[src/rtl/layer_sequencer_pkg.sv]
// ============================================================================
//  Package   : layer_sequencer_pkg
//  Purpose   : Shared types and constants for the inter-layer sequencer.
//  Revision  : 1.0  initial release
// ============================================================================
`default_nettype none

package layer_sequencer_pkg;

    localparam int FRAME_CNT_W = 16;

    typedef enum logic [0:0] {
        SEQ_IDLE = 1'b0,
        SEQ_SEND = 1'b1
    } seq_state_t;

endpackage

`default_nettype wire

[src/rtl/layer_sequencer_par2ser_buf.sv]
// ============================================================================
//  Module    : layer_sequencer_par2ser_buf
//  Purpose   : NN-word parallel-load buffer read back one word at a time.
//  Revision  : 1.0  initial release
// ============================================================================
`default_nettype none

module layer_sequencer_par2ser_buf #(
    parameter int NN        = 30,
    parameter int dataWidth = 16
) (
    input  logic                    clk,
    input  logic                    rst,
    input  logic                    load_i,
    input  logic                    adv_i,
    input  logic [NN*dataWidth-1:0] data_i,
    output logic [dataWidth-1:0]    word_o,
    output logic                    last_o
);

    localparam int IDX_W = $clog2(NN);
    localparam logic [IDX_W-1:0] LAST_IDX = IDX_W'(NN - 1);

    logic [dataWidth-1:0] mem_q [NN];
    logic [IDX_W-1:0]     idx_q;

    generate
        for (genvar gi = 0; gi < NN; gi++) begin : g_word
            always_ff @(posedge clk) begin
                if (!rst) begin
                    mem_q[gi] <= '0;
                end else if (load_i) begin
                    mem_q[gi] <= data_i[gi*dataWidth +: dataWidth];
                end
            end
        end
    endgenerate

    // Load wins over advance so a back-to-back capture restarts at word 0.
    always_ff @(posedge clk) begin
        if (!rst) begin
            idx_q <= '0;
        end else if (load_i) begin
            idx_q <= '0;
        end else if (adv_i) begin
            idx_q <= (idx_q == LAST_IDX) ? '0 : idx_q + IDX_W'(1);
        end
    end

    assign word_o = mem_q[idx_q];
    assign last_o = (idx_q == LAST_IDX);

endmodule

`default_nettype wire

[src/rtl/layer_sequencer.sv]
// ============================================================================
//  Module    : layer_sequencer
//  Purpose   : Captures a parallel layer output and replays it word-serially
//              to the next layer, with frame counting and error flags.
//  Revision  : 1.0  initial release
// ============================================================================
`default_nettype none

module layer_sequencer
    import layer_sequencer_pkg::*;
#(
    parameter int NN        = 30,
    parameter int dataWidth = 16
) (
    input  logic                    clk,
    input  logic                    rst,
    input  logic [NN-1:0]           in_valid,
    input  logic [NN*dataWidth-1:0] in_data,
    input  logic                    hold,
    output logic                    out_valid,
    output logic [dataWidth-1:0]    out_data,
    output logic                    busy,
    output logic                    frame_done,
    output logic [FRAME_CNT_W-1:0]  frame_count,
    output logic                    err_overrun,
    output logic                    err_partial
);

    seq_state_t             state_q, state_d;
    logic [FRAME_CNT_W-1:0] frame_cnt_q;
    logic                   err_overrun_q;
    logic                   err_partial_q;

    logic                   w_capture;
    logic                   w_xfer;
    logic                   w_last;
    logic                   w_overrun;
    logic                   w_buf_last;
    logic [dataWidth-1:0]   w_word;

    layer_sequencer_par2ser_buf #(
        .NN        (NN),
        .dataWidth (dataWidth)
    ) u_buf (
        .clk    (clk),
        .rst    (rst),
        .load_i (w_capture),
        .adv_i  (w_xfer),
        .data_i (in_data),
        .word_o (w_word),
        .last_o (w_buf_last)
    );

    always_ff @(posedge clk) begin
        if (!rst) begin
            state_q <= SEQ_IDLE;
        end else begin
            state_q <= state_d;
        end
    end

    always_comb begin
        state_d   = state_q;
        w_capture = 1'b0;
        w_xfer    = 1'b0;
        w_last    = 1'b0;
        w_overrun = 1'b0;
        case (state_q)
            SEQ_IDLE: begin
                if (in_valid[0]) begin
                    w_capture = 1'b1;
                    state_d   = SEQ_SEND;
                end
            end
            SEQ_SEND: begin
                w_xfer = !hold;
                w_last = w_xfer && w_buf_last;
                // A new frame is only accepted on the edge that retires the current one.
                if (w_last) begin
                    if (in_valid[0]) begin
                        w_capture = 1'b1;
                    end else begin
                        state_d = SEQ_IDLE;
                    end
                end else if (in_valid[0]) begin
                    w_overrun = 1'b1;
                end
            end
            default: state_d = SEQ_IDLE;
        endcase
    end

    always_ff @(posedge clk) begin
        if (!rst) begin
            frame_cnt_q   <= '0;
            err_overrun_q <= 1'b0;
            err_partial_q <= 1'b0;
        end else begin
            if (w_last) begin
                frame_cnt_q <= frame_cnt_q + FRAME_CNT_W'(1);
            end
            if (w_overrun) begin
                err_overrun_q <= 1'b1;
            end
            if (w_capture && (in_valid != {NN{1'b1}})) begin
                err_partial_q <= 1'b1;
            end
        end
    end

    assign out_valid   = w_xfer;
    assign out_data    = (state_q == SEQ_SEND) ? w_word : '0;
    assign busy        = (state_q == SEQ_SEND);
    assign frame_done  = w_last && rst;
    assign frame_count = frame_cnt_q;
    assign err_overrun = err_overrun_q;
    assign err_partial = err_partial_q;

endmodule

`default_nettype wire

[config.mk]
export PLATFORM = sky130hd
export DESIGN_NAME = layer_sequencer
export DESIGN_NICKNAME = d
export VERILOG_FILES = /design/src/rtl/layer_sequencer_pkg.sv /design/src/rtl/layer_sequencer_par2ser_buf.sv /design/src/rtl/layer_sequencer.sv
export SDC_FILE = /design/constraint.sdc
export NUM_CORES = 1
export LEC_CHECK = 0
export ABC_AREA = 1
export CAP_MARGIN = 20
export CORE_ASPECT_RATIO = 0.9
export CORE_MARGIN = 2
export CORE_UTILIZATION = 56
export CTS_CLUSTER_DIAMETER = 60
export DETAILED_ROUTE_END_ITERATION = 10
export PLACE_DENSITY = 0.87
export SLEW_MARGIN = 20
export SYNTH_ARGS = -nofsm -noshare
export SYNTH_HDL_FRONTEND = slang
export SYNTH_SLANG_ARGS = --single-unit
[constraint.sdc]
create_clock -name clk -period 22.4 [get_ports clk]
set_clock_uncertainty 0.1 [all_clocks]
set_input_delay 4.48 -clock clk [delete_from_list [all_inputs] [get_ports clk]]
set_output_delay 4.48 -clock clk [all_outputs]
set_load 0.05 [all_outputs]
### After elaboration in Yosys (flattened, before gate mapping)

Memories as Yosys holds them, arrays and structs flattened. A register that Yosys moved wholly into a read port is not among the register bits.
Index checks and enable logic that the tools add are counted.

| word-level totals | value |
|---|---|
| memories kept | 1 |
| output and inout bits | 37 |
| register bits | 24 |
| input bits | 513 |
| bits in writable memories | 480 |

Memories:

| memory | words | width | rd ports | clocked after memory_dff | wr ports | line | text |
|---|---|---|---|---|---|---|---|
| u_buf.mem_q | 30 | 16 | 1 | 1 | 30 | layer_sequencer_par2ser_buf.sv:24 | `logic [dataWidth-1:0] mem_q [NN];` |

| cells by class | value |
|---|---|
| reductions and logical operators | 5 |
| bitwise logic cells | 32 |
| muxes and demuxes | 47 |
| equal/unequal tests | 2 |
| add/subtract/negate cells | 2 |

Operators with widths:

| kind | count |
|---|---|
| $mux W16 | 31 |
| $ne A30 B30 Y1 const B | 1 |
| $or A1 B1 Y1 | 30 |
| $add A16 B1 Y16 const B | 1 |
| $mux W5 | 3 |
| $mux W1 | 11 |
| $add A5 B1 Y5 const B | 1 |
| $eq A5 B5 Y1 const B | 1 |
| $pmux W1 S2 | 2 |
| $logic_and A1 B1 Y1 | 3 |
| $not A1 Y1 | 2 |
| $reduce_or A2 Y1 | 1 |
| $logic_not A1 Y1 | 1 |

### Depth between registers and ports, before layout

| depth | value |
|---|---|
| depth after elaboration | 8 |
| gate-level depth with buffers | 13 |
| gate-level depth less buffers | 11 |

### Hierarchy

From an unflattened synthesis, not the netlist that was laid out.

| unflattened totals | value |
|---|---|
| cells, all modules | 2920 |
| area total of the unflattened synthesis | 24878.9 µm² |

By module, submodules not included:

| module | area an instance (µm²) | instances | cells an instance |
|---|---|---|---|
| layer_sequencer_par2ser_buf | 23661.4 | 1 | 2723 |
| layer_sequencer | 1217.4 | 1 | 197 |

### Worst setup path after synthesis

No wires, ideal clock.

| timing path | value |
|---|---|
| path type | input to register |
| from | in rst |
| to | mem u_buf.mem_q[0][0] (enable) |
| buffers on the path | 1 |
| slack | 6.320 ns |
| stages on the path | 2 |
| setup time | 3.450 ns |
| data arrival time | 12.530 ns |
| required time | 18.850 ns |
| path through | clkbuf_1 > nand2_1 |

RTL lines:

| what | line | text |
|---|---|---|
| start, declared | layer_sequencer.sv:16 | `input logic rst,` |
| end, declared | layer_sequencer_par2ser_buf.sv:24 |  |

### Worst setup path after layout

| timing path | value |
|---|---|
| from | in hold |
| to | out frame_done |

| on the way | value |
|---|---|
| cells in the longest elaborated chain, start to end | 4 |

RTL lines:

| what | line | text |
|---|---|---|
| start, declared | layer_sequencer.sv:19 | `input logic hold,` |
| $logic_not A1 Y1 | layer_sequencer.sv:76 | `w_xfer = !hold;` |
| $logic_and A1 B1 Y1 | layer_sequencer.sv:77 | `w_last = w_xfer && w_buf_last;` |
| $mux W1 | layer_sequencer.sv:68 | `case (state_q)` |
| $logic_and A1 B1 Y1 | layer_sequencer.sv:114 | `assign frame_done = w_last && rst;` |
| end, declared | layer_sequencer.sv:23 | `output logic frame_done,` |

Every way passes these cells.

==> flow_summary.toml <==
[outcome]
status = "completed"

[synth]
yosysTopAreaCell = "edfxtp_1"
synth.top_cell.area_share_pct = 56.0
avgSynthCellArea_um2 = 9.03
synth_nets = 3366
ys_ff_latch = 509
syn_area_mm2 = 0.0257
synth_area_leaders = "edfxtp_1 56%, nand2_1 9.5%, inv_1 7.6%"
synth_cells = 2850
yosys_warnings = 0
synth_cell_types = 30
ys_seq_area_share_pct = 58.3

[setup_path]
arrival_ns = 6.68
r2r_slack_ns = 17.38
startpoint_type = "input pin"
required_ns = 17.82
rr_startpoint = "u_buf.idx_q[0]$_SDFFE_PP0P_"
cp_max_fo = 12
r2r-end = "u_buf.mem_q[13][0]$_SDFFCE_PN0P_"
cp-end-kind = "primary output"
path_class = "in -> out"
ff2ff_path_depth = 10

[timing]
finalSetupViolCount = 0
hold_viol = 0
final.period_utilization_pct = 50.3
relSlewSlack_pct = 21.4
setup_tns_ns = 0
max_freq_mhz = 88.8
tightest_slew_ns = 1.18
rsz0062_at_grt = "no"
min_period_ns = 11.26
final_max_slew_viol_count = 0

[drt]
vias_per_cell = 5.36
ant_nets = 0
vias = 21276
dr.pass1.iters = 5
drt_iter0_markers = 2542
wl_per_cell_um = 19.6
remaining_drc_errors = 0
drt-total-wl_um = 77700

[worst_hold_path]
holdPathStages = 2
hold_path_end = "err_overrun$_SDFFE_PN0P_"
min_path_type = "reg -> reg"
min_from = "err_overrun$_SDFFE_PN0P_"

[global_routing]
grt_pass1_wl_um = 118000
grt_max_degree = 196
grt_pass1_vias = 21238
gr-total-overflow = 0
antenna_found_initial = 4
grt_util_all_layers_pct = 32.2

[cells_and_area]
layout_common_cells = "649 x nand2_1, 549 x clkdlybuf4s50_1, 520 x inv_1"
drive_gt1_share_pct = 9.12
finalNonFillerCells = 3966
seqCellArea_mm2 = 0.0150
nets = 3831
multi_input_area_mm2 = 0.00785
fill_cells = 3131
final_common_cell = "nand2_1"
area_growth_pct = 27.9

[floorplan]
die_h_um = 207
die_area_mm2 = 0.0477
io_pins = 550
die_x_um = 230
initial_utilization_pct = 56.7
rows = 74
core_mm2 = 0.0454

[job]
max_cap_violations = 0

[clock_tree]
ctsResizeCount = 0
postCtsSetupBuffers = 0
ctsHoldBuffers = 0
cts_tree = "done"
clk_pin_slew_ns = 0.06
clk_path_buf_depth = 3
insertion_delay_ns = 0.58
htree_levels = 2
numCtsBuffers = 53
cts.sinks = 509
clockRootBuffer = "clkbuf_16"

[placement]
gp_congestion = 0.930
place_inst = 3868
dp_hpwl_um = 53300
portBuffers = 549

[pwr]
ir_drop_v = 0.0000565
power_leakage_nw = 14.4
p_per_area_mw_per_mm2 = 68.8
-- critical path: stages --
cell and delay [ns]:
clkdlybuf4s50_1 0.46, nor2_2 0.37, nand2_1 0.36, nor2_1 0.19
clkdlybuf4s50_1 0.82
-- sequential cells by signal (all words and copies together), names as in the netlist, named ones only --
signal / count
busy: 1
frame_count: 16
err_partial: 1
u_buf.mem_q: 480
err_overrun: 1
u_buf.idx_q: 5
-- final cells by class --
cell class              instances  area share, %
flip-flops and latches        509           45.6
multi-input cells            1656           23.9
repair buffers                568           17.2
inverters                     527           6.06
clock buffers                  73           4.35
well taps                     608           2.31
clock inverters                21          0.612
diodes                          4         0.0304
-- per-layer routing --
metal / wire length (um) / GRT usage, %
met1: 28200 / 40.4
met2: 37300 / 53.2
met3: 7620 / 5.58
met4: 4570 / 17.8
met5: 13 / 0
-- synth_stat cells --
library cell,number
nand2_1,650
inv_1,520
edfxtp_1,480
nor2_1,367
nand3_1,329
nor2_2,103
nor2_4,101
clkbuf_1,64
a21oi_1,44
buf_2,40
buf_1,31
o21ai_0,31
dfxtp_1,29
buf_6,12
buf_12,10
nand4_1,8
nor3_1,7
inv_2,6
xor2_1,5
ha_1,3
a211oi_1,1
and3_1,1
buf_8,1
clkinv_1,1
nand2_2,1
nor3b_1,1
nor4_1,1
o21a_1,1
o21ai_2,1
xnor2_1,1
-- power breakdown --
| part | internal [mW] | switching [mW] | leakage [nW] |
|---|---|---|---|
| Clock | 0.481 | 0.366 | 0.788 |
| Combinational | 0.124 | 0.156 | 8.19 |
| Sequential | 1.12 | 0.0213 | 5.41 |
-- through the flow --
| stage | util (%) | worst slack (ns) | cell area, um2 | hold slack, ns | power, mW |
|---|---|---|---|---|---|
| after floorplan | - | 6.32 | 25700 | 0.409 | 1.31 |
| after global placement | 68.9 | 11.14 | 31300 | 0.334 | 1.42 |
| after detailed placement | 68.9 | 11.13 | 31300 | 0.350 | 1.43 |
| after CTS | 72.5 | 11.12 | 32900 | 0.359 | 2.27 |
| after global routing | 72.5 | 11.01 | 32900 | 0.385 | 2.33 |
| final | 72.5 | 11.14 | 32900 | 0.353 | 2.26 |
-- worst max-delay path by stage --
| stage | startpoint | end | slack (ns) | cells after the start |
|---|---|---|---|---|
| after floorplan | rst | u_buf.mem_q[0][0]$_SDFFCE_PN0P_ | 6.32 | 2 |
| after global placement | hold | frame_done | 11.14 | 5 |
| after detailed placement | hold | frame_done | 11.13 | 5 |
| after CTS | hold | frame_done | 11.12 | 5 |
| after global routing | hold | frame_done | 11.01 | 5 |
| final | hold | frame_done | 11.14 | 5 |
-- cell families (layout without fill, tap and decap cells) --
logic type	count (synthesis)	in the layout	synth area share, %
adder cells (fa/ha/maj)	3	3	0.146
buffers and inverters	685	1189	11.2
flip-flops	509	509	58.3
AO/OA/AOI/OAI	78	78	1.55
other	0	4	0
AND/OR/NAND/NOR	1569	1569	28.6
XOR/XNOR	6	6	0.204
(Power assumes the default switching activity.)
